--- src/rtl/softmax_div_sched.sv ---
// Softmax normaliser sequencer: streams x[i] / sum through the shared FP divider and writes quotients out.
// Optional divider watchdog is compiled in with `define SOFTMAX_DIV_TIMEOUT_EN.
module softmax_div_sched #(
    parameter int N_MAX       = 16,
    parameter int IDX_W       = 4,
    parameter int TIMEOUT_CYC = 128
) (
    input  logic             clk,
    input  logic             rst,
    input  logic             cfg_start,
    input  logic [IDX_W:0]   cfg_len,
    input  logic [31:0]      sum_in,
    output logic             busy,
    output logic             done,
    output logic             err_len,
    output logic             err_timeout,
    output logic             rd_en,
    output logic [IDX_W-1:0] rd_addr,
    input  logic [31:0]      rd_data,
    output logic             div_start,
    output logic [31:0]      div_a,
    output logic [31:0]      div_b,
    input  logic             div_done,
    input  logic [31:0]      div_result,
    output logic             wr_en,
    output logic [IDX_W-1:0] wr_addr,
    output logic [31:0]      wr_data
);

    typedef enum logic [2:0] {
        IDLE,
        RD_REQ,
        RD_WAIT,
        DIV_ISSUE,
        DIV_HOLD,
        DIV_RELEASE,
        WRITE,
        FINISH
    } state_t;

    // An inconsistent parameter set refuses every request rather than addressing out of range.
    localparam bit PARAMS_OK = ((2 ** IDX_W) >= N_MAX) && (N_MAX >= 1) && (TIMEOUT_CYC >= 1);
    localparam logic [IDX_W:0] NMAX_L = (IDX_W + 1)'(N_MAX);
    localparam logic [IDX_W:0] ONE_L  = (IDX_W + 1)'(1);

    state_t           state_q, state_d;
    logic [IDX_W:0]   idx_q, idx_d;
    logic [IDX_W:0]   len_q, len_d;
    logic [31:0]      sum_q, sum_d;
    logic [31:0]      a_q, a_d;
    logic [31:0]      b_q, b_d;
    logic [31:0]      res_q, res_d;
    logic             start_q, start_d;
    logic             err_len_q, err_len_d;
    logic             len_ok;

`ifdef SOFTMAX_DIV_TIMEOUT_EN
    localparam int WD_W = $clog2(TIMEOUT_CYC + 1);
    logic [WD_W-1:0]  wdog_q, wdog_d;
    logic             abort_q, abort_d;
`endif

    assign len_ok = PARAMS_OK && (cfg_len != '0) && (cfg_len <= NMAX_L);

    always_ff @(posedge clk or posedge rst) begin
        if (rst) begin
            state_q   <= IDLE;
            idx_q     <= '0;
            len_q     <= '0;
            sum_q     <= '0;
            a_q       <= '0;
            b_q       <= '0;
            res_q     <= '0;
            start_q   <= 1'b0;
            err_len_q <= 1'b0;
`ifdef SOFTMAX_DIV_TIMEOUT_EN
            wdog_q    <= '0;
            abort_q   <= 1'b0;
`endif
        end else begin
            state_q   <= state_d;
            idx_q     <= idx_d;
            len_q     <= len_d;
            sum_q     <= sum_d;
            a_q       <= a_d;
            b_q       <= b_d;
            res_q     <= res_d;
            start_q   <= start_d;
            err_len_q <= err_len_d;
`ifdef SOFTMAX_DIV_TIMEOUT_EN
            wdog_q    <= wdog_d;
            abort_q   <= abort_d;
`endif
        end
    end

    always_comb begin
        state_d   = state_q;
        idx_d     = idx_q;
        len_d     = len_q;
        sum_d     = sum_q;
        a_d       = a_q;
        b_d       = b_q;
        res_d     = res_q;
        start_d   = start_q;
        err_len_d = 1'b0;
`ifdef SOFTMAX_DIV_TIMEOUT_EN
        wdog_d    = wdog_q;
        abort_d   = abort_q;
`endif
        case (state_q)
            IDLE: begin
                if (cfg_start) begin
                    if (len_ok) begin
                        len_d   = cfg_len;
                        sum_d   = sum_in;
                        idx_d   = '0;
                        state_d = RD_REQ;
                    end else begin
                        err_len_d = 1'b1;
                    end
                end
            end
            RD_REQ: begin
                state_d = RD_WAIT;
            end
            RD_WAIT: begin
                // Operands are frozen here so they stay stable for the whole start-high window.
                a_d     = rd_data;
                b_d     = sum_q;
                start_d = 1'b1;
                state_d = DIV_ISSUE;
            end
            DIV_ISSUE: begin
                // A done seen here belongs to the previous division and is ignored.
`ifdef SOFTMAX_DIV_TIMEOUT_EN
                wdog_d  = '0;
`endif
                state_d = DIV_HOLD;
            end
            DIV_HOLD: begin
                if (div_done) begin
                    res_d   = div_result;
                    start_d = 1'b0;
                    state_d = DIV_RELEASE;
                end
`ifdef SOFTMAX_DIV_TIMEOUT_EN
                else if (wdog_q == WD_W'(TIMEOUT_CYC - 1)) begin
                    start_d = 1'b0;
                    abort_d = 1'b1;
                    state_d = DIV_RELEASE;
                end else begin
                    wdog_d = wdog_q + 1'b1;
                end
`endif
            end
            DIV_RELEASE: begin
`ifdef SOFTMAX_DIV_TIMEOUT_EN
                if (abort_q) begin
                    abort_d = 1'b0;
                    state_d = IDLE;
                end else
`endif
                if (!div_done) begin
                    state_d = WRITE;
                end
            end
            WRITE: begin
                if (idx_q == (len_q - ONE_L)) begin
                    state_d = FINISH;
                end else begin
                    idx_d   = idx_q + ONE_L;
                    state_d = RD_REQ;
                end
            end
            FINISH: begin
                state_d = IDLE;
            end
            default: begin
                state_d = IDLE;
            end
        endcase
    end

    assign busy      = (state_q != IDLE);
    assign done      = (state_q == FINISH);
    assign err_len   = err_len_q;
    assign rd_en     = (state_q == RD_REQ);
    assign rd_addr   = rd_en ? idx_q[IDX_W-1:0] : '0;
    assign div_start = start_q;
    assign div_a     = a_q;
    assign div_b     = b_q;
    assign wr_en     = (state_q == WRITE);
    assign wr_addr   = wr_en ? idx_q[IDX_W-1:0] : '0;
    assign wr_data   = wr_en ? res_q : '0;

`ifdef SOFTMAX_DIV_TIMEOUT_EN
    assign err_timeout = (state_q == DIV_RELEASE) && abort_q;
`else
    assign err_timeout = 1'b0;
`endif

endmodule
--- config.mk ---
export PLATFORM = sky130hd
export DESIGN_NAME = softmax_div_sched
export DESIGN_NICKNAME = d
export VERILOG_FILES = /design/src/rtl/softmax_div_sched.sv
export SDC_FILE = /design/constraint.sdc
export NUM_CORES = 1
export LEC_CHECK = 0
export BUFFER_PORTS_ARGS = -buffer_cell sky130_fd_sc_hd__buf_2
export CAP_MARGIN = 20
export CORE_AREA = 2 2 132 95
export CTS_BUF_LIST = sky130_fd_sc_hd__clkbuf_8
export CTS_CLUSTER_DIAMETER = 50
export DETAILED_ROUTE_END_ITERATION = 6
export DIE_AREA = 0 0 134 97
export PLACE_DENSITY = 0.86
export SYNTH_ARGS = -nofsm -noshare
export SYNTH_HDL_FRONTEND = slang
export SYNTH_SLANG_ARGS = --single-unit
--- constraint.sdc ---
create_clock -name clk -period 5.25 [get_ports clk]
set_input_delay 1.05 -clock clk [delete_from_list [all_inputs] [get_ports clk]]
set_output_delay 1.05 -clock clk [all_outputs]
set_load 0.01 [all_outputs]
==> flow_summary.json, run 1 <==
{
  "rows": 33,
  "hold_buffers": 0,
  "drv_slew": 0,
  "arrival_ns": 1.97,
  "grt_max_degree": 116,
  "drive_above_1_share": 0.6121,
  "antenna_found_initial": 1,
  "cp_cell_sequence": "nor2b_1 -> buf_4 -> and3_1 -> buf_2",
  "gp_congestion": 0.7603,
  "p_total_uw": 4659,
  "synthSimpleGateAreaFrac": 0.07235,
  "hold_path_class": "reg -> reg",
  "tightest_slew_ns": 0.9030,
  "r2r_slack_ns": 2.75,
  "multiInputGateArea_sq_um": 2162,
  "yosys.area.top_type": "dfrtp_1",
  "synthAdderAreaFrac": 0.004244,
  "drv_cap": 0,
  "cts.repair.resized": 0,
  "wire_per_inst_microns": 16.70,
  "die-height_microns": 97,
  "first_pass_iters": 4,
  "yosysWarnings": 0,
  "yosysTopAreaCellShare": 0.6068,
  "cp_max_fo": 36,
  "overflow": 0,
  "path_buf_inv": 2,
  "cellPowerDensity_nw_per_um2": 614.1,
  "ys_seq_area_frac": 0.6068,
  "worst_path_largest_cell_delay_ns": 0.55,
  "cts_made_buffers": 17,
  "synthMuxAreaShare": 0.2565,
  "cts_root_buf": "clkbuf_8",
  "cts.clk_slew.worst_paths_ns": 0.08,
  "ant_nets": 0,
  "critical_path_class": "reg -> out",
  "async_flop_share": 1.000,
  "synthMostInstantiatedCell": "dfrtp_1",
  "fillCellCount": 855,
  "vdd_ir_drop_max_v": 0.0003093,
  "crit_slowest_cell": "dfrtp_1",
  "synth-compound-area-share": 0.02249,
  "die_x_microns": 134,
  "drc": 0,
  "fin_ws_ns": 2.226,
  "die_area_sq_um": 13000,
  "grt_util_all_layers": 0.2091,
  "synth_commonest_cells": "143 x dfrtp_1, 126 x mux2_2, 38 x and3_1",
  "cts_tree": "done",
  "period_needed_ns": 3.024,
  "period_share": 0.5759,
  "num_vias": 3964,
  "synth-xor-area-share": 0.008912,
  "fin_area_sq_um": 7586,
  "rsz0062_at_grt": "no",
  "crit_path_start_kind": "flip-flop",
  "hold_viol": 0,
  "pin_count": 216,
  "synthFlopType": "dfrtp_1",
  "wl_microns": 13130,
  "critical_path.top_delay_family": "flip-flops",
  "finalNetCount": 723,
  "grt_pass1_wl_microns": 21350,
  "vias_per_cell": 5.043,
  "status": "finished clean",
  "setup_viol": 0,
  "cts_setup_buffers": 0,
  "seq_area_sq_um": 3578,
  "drt_iter0_markers": 126,
  "fin_skew_ns": 0.01342,
  "start_util": 0.5082,
  "place_ws_ns": 1.978,
  "synth_seq_cells": 143,
  "synth_edf_count": 0,
  "power.leakage_uw": 0.003829,
  "coreArea_sq_um": 11600,
  "num_antenna_cells": 0,
  "critPathCaptureType": "output pin",
  "first_global_vias": 4260,
  "syn-num-nets": 510,
  "clock-sinks": 143,
  "placed_area_sq_um": 7069,
  "area_growth_pct": 28.64,
  "timing.fmax_mhz": 330.7,
  "worstPathRequired_ns": 4.20,
  "setup_tns_ns": 0,
  "hpwl_microns": 9198,
  "syn_inst": 403,
  "worstSkewPairLatency_ns": 0.42,
  "ys_types": 41,
  "port_buffers": 214,
  "slew_headroom": 0.3980,
  "syn_area_per_cell_sq_um": 14.63,
  "syn_area_sq_um": 5897,
  "cts_buffer_depth": 2,
  "synth.area.top_cells": "dfrtp_1 61%, mux2_2 24%, and3_1 4.0%",
  "synth_top_family_by_area": "multiplexers",
  "htreeDepth": 4
}
[power by group]
| part | leakage, uW | internal [uW] | switching, uW |
|---|---|---|---|
| combinational | 0.00188 | 908 | 758 |
| clock | 0.000236 | 580 | 421 |
| sequential | 0.00171 | 1660 | 333 |
| total | 0.00383 | 3150 | 1510 |
[logic make-up (layout without fill, tap and decap cells)]
family / Yosys count / after routing
flip-flops: 143 / 143
multiplexers: 134 / 134
other: 1 / 1
AND/OR/NAND/NOR: 67 / 67
XOR/XNOR: 6 / 6
AO/OA/AOI/OAI: 17 / 17
adder cells (fa/ha/maj): 2 / 2
buffers and inverters: 33 / 259
[cell type report]
class	instances	area share
tap	157	0.02589
timing repair buffer	220	0.1524
multi-input combinational	227	0.2850
inverter	7	0.004123
clock inverter	14	0.02820
sequential	143	0.4717
clock buffer	18	0.03266
[final timing paths]
check	start	cells past startpoint	to
worst max-delay path	state_q[1]	4	wr_data[20]
worst min-delay path	sum_q[5]	1	sum_q[5]
worst max register to register	state_q[2]	4	sum_q[6]
worst min register to register	sum_q[5]	1	sum_q[5]
max in group asynchronous	rst	4	div_a[4]
min in group asynchronous	rst	2	div_b[2]
[sequential cells by signal, indices dropped and copies added (netlist names)]
register	count
div_start	1
res_q	32
err_len	1
state_q	3
div_a	32
len_q	5
div_b	32
idx_q	5
sum_q	32
[per-layer routing]
metal / part of all wire / track usage
met1: 0.41 / 0.2583
met2: 0.51 / 0.3570
met3: 0.060 / 0.05241
met4: 0.013 / 0.07529
met5: 0.0013 / 0
[placed cells by master, fill, tap and decap left out, drive strengths merged, types with 2 or more instances in the layout]
cell type	Yosys	routed
nor2b	3	3
xnor2	4	4
dfrtp	143	143
nand2	5	5
buf	16	220
o211ai	3	3
and3	38	38
and2	5	5
a21oi	2	2
a31oi	2	2
ha	2	2
or3	2	2
nand4	2	2
o21ai	3	3
clkbuf	10	18
nor2	2	2
o31ai	2	2
a22o	2	2
xor2	2	2
inv	7	11
mux2	134	134
clkinv	0	4
nor3	3	3
bufinv	0	5
[through the flow]
step | hold slack [ns] | std cells | utilization
after floorplan | 0.4522 | 403 | -
after global placement | 0.4608 | 752 | 0.6093
after detailed placement | 0.4823 | 752 | 0.6093
after CTS | 0.4999 | 784 | 0.6491
after global routing | 0.5047 | 786 | 0.6538
final | 0.4923 | 786 | 0.6538
No activity file was read; power rests on OpenSTA's default activity.
==> run 2, diff against run 1 <==
- clock period: 5.25 -> 3 ns (I/O delays scaled with it)
==> run 2 against run 1 <==
- register-to-register slack got worse by 2.0 ns
- sequential share of layout area increased by 0.055 points
- wire length decreased by 0.54%
- global-route usage decreased by 0.28 points
==> flow_summary.json, run 2 (synthesis results as in run 1) <==
{
  "die_area_sq_um": 13000,
  "seq_power_share": 0.429,
  "final_common_cell": "buf_2",
  "finalNetCount": 726,
  "die_x_microns": 134,
  "fin_util": 0.6531,
  "grt_util_all_layers": 0.2063,
  "clock-sinks": 143,
  "cts_root_buf": "clkbuf_8",
  "worstPathRequired_ns": 2.40,
  "status": "finished clean",
  "crit_path_start_kind": "flip-flop",
  "slew_headroom": 0.3667,
  "coreArea_sq_um": 11600,
  "power.leakage_uw": 0.003810,
  "first_pass_iters": 4,
  "cp_max_fo": 29,
  "rsz0062_at_grt": "no",
  "drv_slew": 0,
  "cts_buffer_depth": 2,
  "arrival_ns": 1.96,
  "worstSkewPairLatency_ns": 0.42,
  "num_antenna_cells": 0,
  "wl_microns": 13060,
  "cts_setup_buffers": 0,
  "critical_path_class": "reg -> out",
  "drt_iter0_markers": 156,
  "gp_congestion": 0.7727,
  "period_needed_ns": 2.562,
  "hold-worst-slack_ns": 0.3918,
  "power_frac_clock": 0.215,
  "vdd_ir_drop_max_v": 0.0005449,
  "hold_buffers": 0,
  "grt_pass1_wl_microns": 21330,
  "hold_path_class": "in -> reg",
  "drive_above_1_share": 0.6165,
  "top_layer_used": "met4",
  "pin_count": 216,
  "drc": 0,
  "place_ws_ns": 0.6721,
  "switching_share": 0.3241,
  "first_global_vias": 4173,
  "antenna_found_initial": 0,
  "fin_ws_ns": 0.4385,
  "wire_per_inst_microns": 16.57,
  "route.met2.wl_microns": 6456,
  "vias_per_cell": 5.084,
  "hpwl_microns": 9326,
  "start_util": 0.5082,
  "overflow": 0,
  "period_share": 0.8538,
  "mostFrequentLayoutCells": "214 x buf_2, 143 x dfrtp_1, 126 x mux2_2, 37 x and3_1, 18 x clkbuf_8",
  "htreeDepth": 4,
  "setup_viol": 0,
  "wl_met3_microns": 786,
  "rows": 33,
  "p_comb_frac": 0.356,
  "num_vias": 4006,
  "cts.repair.resized": 0,
  "critPathCaptureType": "output pin",
  "drv_cap": 0,
  "p_int_uw": 5490,
  "power.net_switching_uw": 2632,
  "routedLengthMet1_microns": 5688,
  "cellPowerDensity_nw_per_um2": 1072,
  "setup_tns_ns": 0,
  "tightest_slew_ns": 0.9499,
  "cts.clk_slew.worst_paths_ns": 0.08,
  "cts_tree": "done",
  "fin_skew_ns": 0.009589,
  "grt_max_degree": 77,
  "timing.fmax_mhz": 390.4,
  "port_buffers": 214,
  "die-height_microns": 97,
  "ant_nets": 0,
  "cts_made_buffers": 17,
  "area_growth_pct": 28.50,
  "hold_viol": 0
}
[run 2: changes by cell type in the layout (fill, tap and decap cells not counted)]
cell | before | now
buf_12 | 0 | 1
buf_16 | 2 | 0
inv_6 | 3 | 2
buf_4 | 4 | 8
clkinvlp_4 | 1 | 5
inv_1 | 8 | 6
clkinv_4 | 3 | 1
[run 2: worst max-delay path: stages, from the launching register on]
cell and delay, ns:
dfrtp_1 0.55, nor2b_1 0.22, buf_4 0.28, nand2_1 0.17
inv_1 0.15, buf_2 0.16
[run 2: per-stage QoR]
step	std cells	power (uW)	cell area [sq um]
after floorplan	403	5363	5901
after global placement	757	6221	7118
after detailed placement	757	6444	7118
after CTS	788	8213	7577
after global routing	788	8648	7577
final	788	8122	7577
[run 2: path summary, 6_finish.rpt]
path,end,cells past startpoint,slack [ns],start
worst max register to register,idx_q[0],7,0.74,len_q[0]
worst max-delay path,wr_en,5,0.44,state_q[1]
max in group asynchronous,div_b[24],3,1.88,rst
worst min register to register,sum_q[9],1,0.50,sum_q[9]
worst min-delay path,sum_q[0],2,0.39,sum_in[0]
min in group asynchronous,res_q[13],3,0.45,rst
[run 2: final cells by class]
class	count	area, sq um
Clock inverter	13	211.5
Inverter	7	30.03
Sequential cell	143	3578
Timing Repair Buffer	223	1151
Tap cell	157	196.4
Fill cell	888	4025
Clock buffer	18	247.7
Multi-Input combinational cell	227	2162
[run 2: power groups by stage]
stage	Combinational (uW)	Clock [uW]	Sequential, uW
2_1_floorplan	1820	0	3540
3_3_place_gp	2790	0	3430
3_5_place_dp	2930	0	3510
4_1_cts	2940	1790	3490
5_1_grt	3140	1890	3620
6_report	2890	1750	3480
[run 2: metal layers]
layer	vias to the layer above	track usage
met5	-	0
met4	0	0.05646
met3	10	0.05713
met2	132	0.3424
met1	2007	0.2673
li1	1857	-
==> run 3, diff against run 2 <==
- PLACE_DENSITY: 0.86 -> 0.81
- SKIP_CTS_REPAIR_TIMING: default -> 1
==> run 3 against run 2 <==
- sequential power is essentially flat
- die area is the same
- flip-flop and latch count is the same
- via count grew 0.60%
- largest power group unchanged
- maximum frequency grew 4.0%
- highest routed layer is now met5
- largest cell class unchanged
- clock skew shrank 0.0012 ns
- final cell count shrank 0.13%
==> flow_summary.json, run 3 (synthesis results as in run 1) <==
{
  "rsz0062_at_grt": "no",
  "worstSkewPairLatency_ns": 0.43,
  "mostFrequentLayoutCells": "214 x buf_2, 143 x dfrtp_1, 126 x mux2_2, 37 x and3_1, 19 x clkbuf_8",
  "area_growth_pct": 28.35,
  "hold_path_class": "in -> async",
  "num_vias": 4030,
  "final_common_cell": "buf_2",
  "die_x_microns": 134,
  "hpwl_microns": 9327,
  "fillCellCount": 896,
  "p_comb_frac": 0.363,
  "slew_headroom": 0.3791,
  "vdd_ir_drop_max_v": 0.0005011,
  "overflow": 0,
  "grt_max_degree": 55,
  "cts.clk_slew.worst_paths_ns": 0.08,
  "drt_iter0_markers": 128,
  "placed_area_sq_um": 7138,
  "antenna_found_initial": 1,
  "arrival_ns": 1.86,
  "setup_tns_ns": 0,
  "start_util": 0.5082,
  "htreeDepth": 4,
  "power.net_switching_uw": 2595,
  "power_frac_clock": 0.205,
  "critPathCaptureType": "output pin",
  "drc": 0,
  "setup_viol": 0,
  "drv_slew": 0,
  "wire_per_inst_microns": 16.33,
  "die-height_microns": 97,
  "p_total_uw": 8009,
  "port_buffers": 214,
  "fin_skew_ns": 0.008355,
  "drv_cap": 0,
  "timing.fmax_mhz": 406.0,
  "multiInputGateArea_sq_um": 2165,
  "power.leakage_uw": 0.003813,
  "grt_pass1_wl_microns": 20960,
  "first_global_vias": 4184,
  "clock-sinks": 143,
  "worstPathRequired_ns": 2.40,
  "first_pass_iters": 4,
  "num_antenna_cells": 0,
  "finalNetCount": 725,
  "period_share": 0.8211,
  "p_int_uw": 5414,
  "pin_count": 216,
  "cts_made_buffers": 17,
  "wl_microns": 12850,
  "period_needed_ns": 2.463,
  "cts_buffer_depth": 2,
  "hold-worst-slack_ns": 0.3603,
  "rows": 33,
  "cp_max_fo": 37,
  "ant_nets": 0,
  "cts_root_buf": "clkbuf_8",
  "gp_congestion": 0.7803,
  "crit_path_start_kind": "flip-flop",
  "critical_path_class": "reg -> out",
  "seq_power_share": 0.432,
  "cts_tree": "done",
  "tightest_slew_ns": 0.9294,
  "die_area_sq_um": 13000,
  "hold_viol": 0,
  "coreArea_sq_um": 11600,
  "fin_area_sq_um": 7569,
  "seq_area_sq_um": 3578,
  "cellPowerDensity_nw_per_um2": 1058,
  "status": "finished clean",
  "switching_share": 0.3241,
  "vias_per_cell": 5.121,
  "grt_util_all_layers": 0.2054,
  "drive_above_1_share": 0.6143
}
-- run 3: metrics by stage --
step | util | instances | setup WS [ns]
finish | 0.6523 | 787 | 0.5368
global route | 0.6523 | 787 | 0.3832
CTS | 0.6523 | 787 | 0.5050
detailed placement | 0.6152 | 756 | 0.6498
global placement | 0.6152 | 756 | 0.6852
floorplan | - | 403 | 0.6089
-- run 3: critical path: stages (launching register included) --
cell	delay (ns)
dfrtp_1	0.54
nor2b_2	0.24
buf_4	0.32
and3_1	0.20
buf_2	0.13
-- run 3: cell type report --
type / instances / share of cell area
clock buffer: 19 / 0.03455
timing repair buffer: 222 / 0.1544
clock inverter: 12 / 0.02232
multi-input combinational: 227 / 0.2860
tap: 157 / 0.02595
inverter: 7 / 0.003968
sequential: 143 / 0.4728
-- run 3: power by group through the flow --
stage	Clock [uW]	Sequential, uW	Combinational, uW
2_1_floorplan	0	3540	1820
3_3_place_gp	0	3420	2830
3_5_place_dp	0	3490	2950
4_1_cts	1690	3460	2950
5_1_grt	1790	3580	3160
6_report	1640	3460	2910
-- run 3: path summary, 6_finish.rpt --
path | cells after the start | slack, ns | endpoint | start
max in group asynchronous | 3 | 1.86 | div_b[6] | rst
min | 2 | 0.36 | res_q[25] | rst
max | 4 | 0.54 | wr_data[4] | state_q[1]
min in group clk | 2 | 0.39 | sum_q[10] | sum_in[10]
min reg2reg | 1 | 0.49 | sum_q[10] | sum_q[10]
max reg2reg | 7 | 0.79 | idx_q[0] | len_q[0]
-- run 3: per-layer routing --
metal	share of wire	global-route usage	routed length (microns)	up-vias
met5	0.0010	0	13	-
met4	0.018	0.07447	233	2
met3	0.081	0.07495	1043	22
met2	0.48	0.3325	6151	153
met1	0.42	0.2539	5409	1998
li1	-	-	-	1855
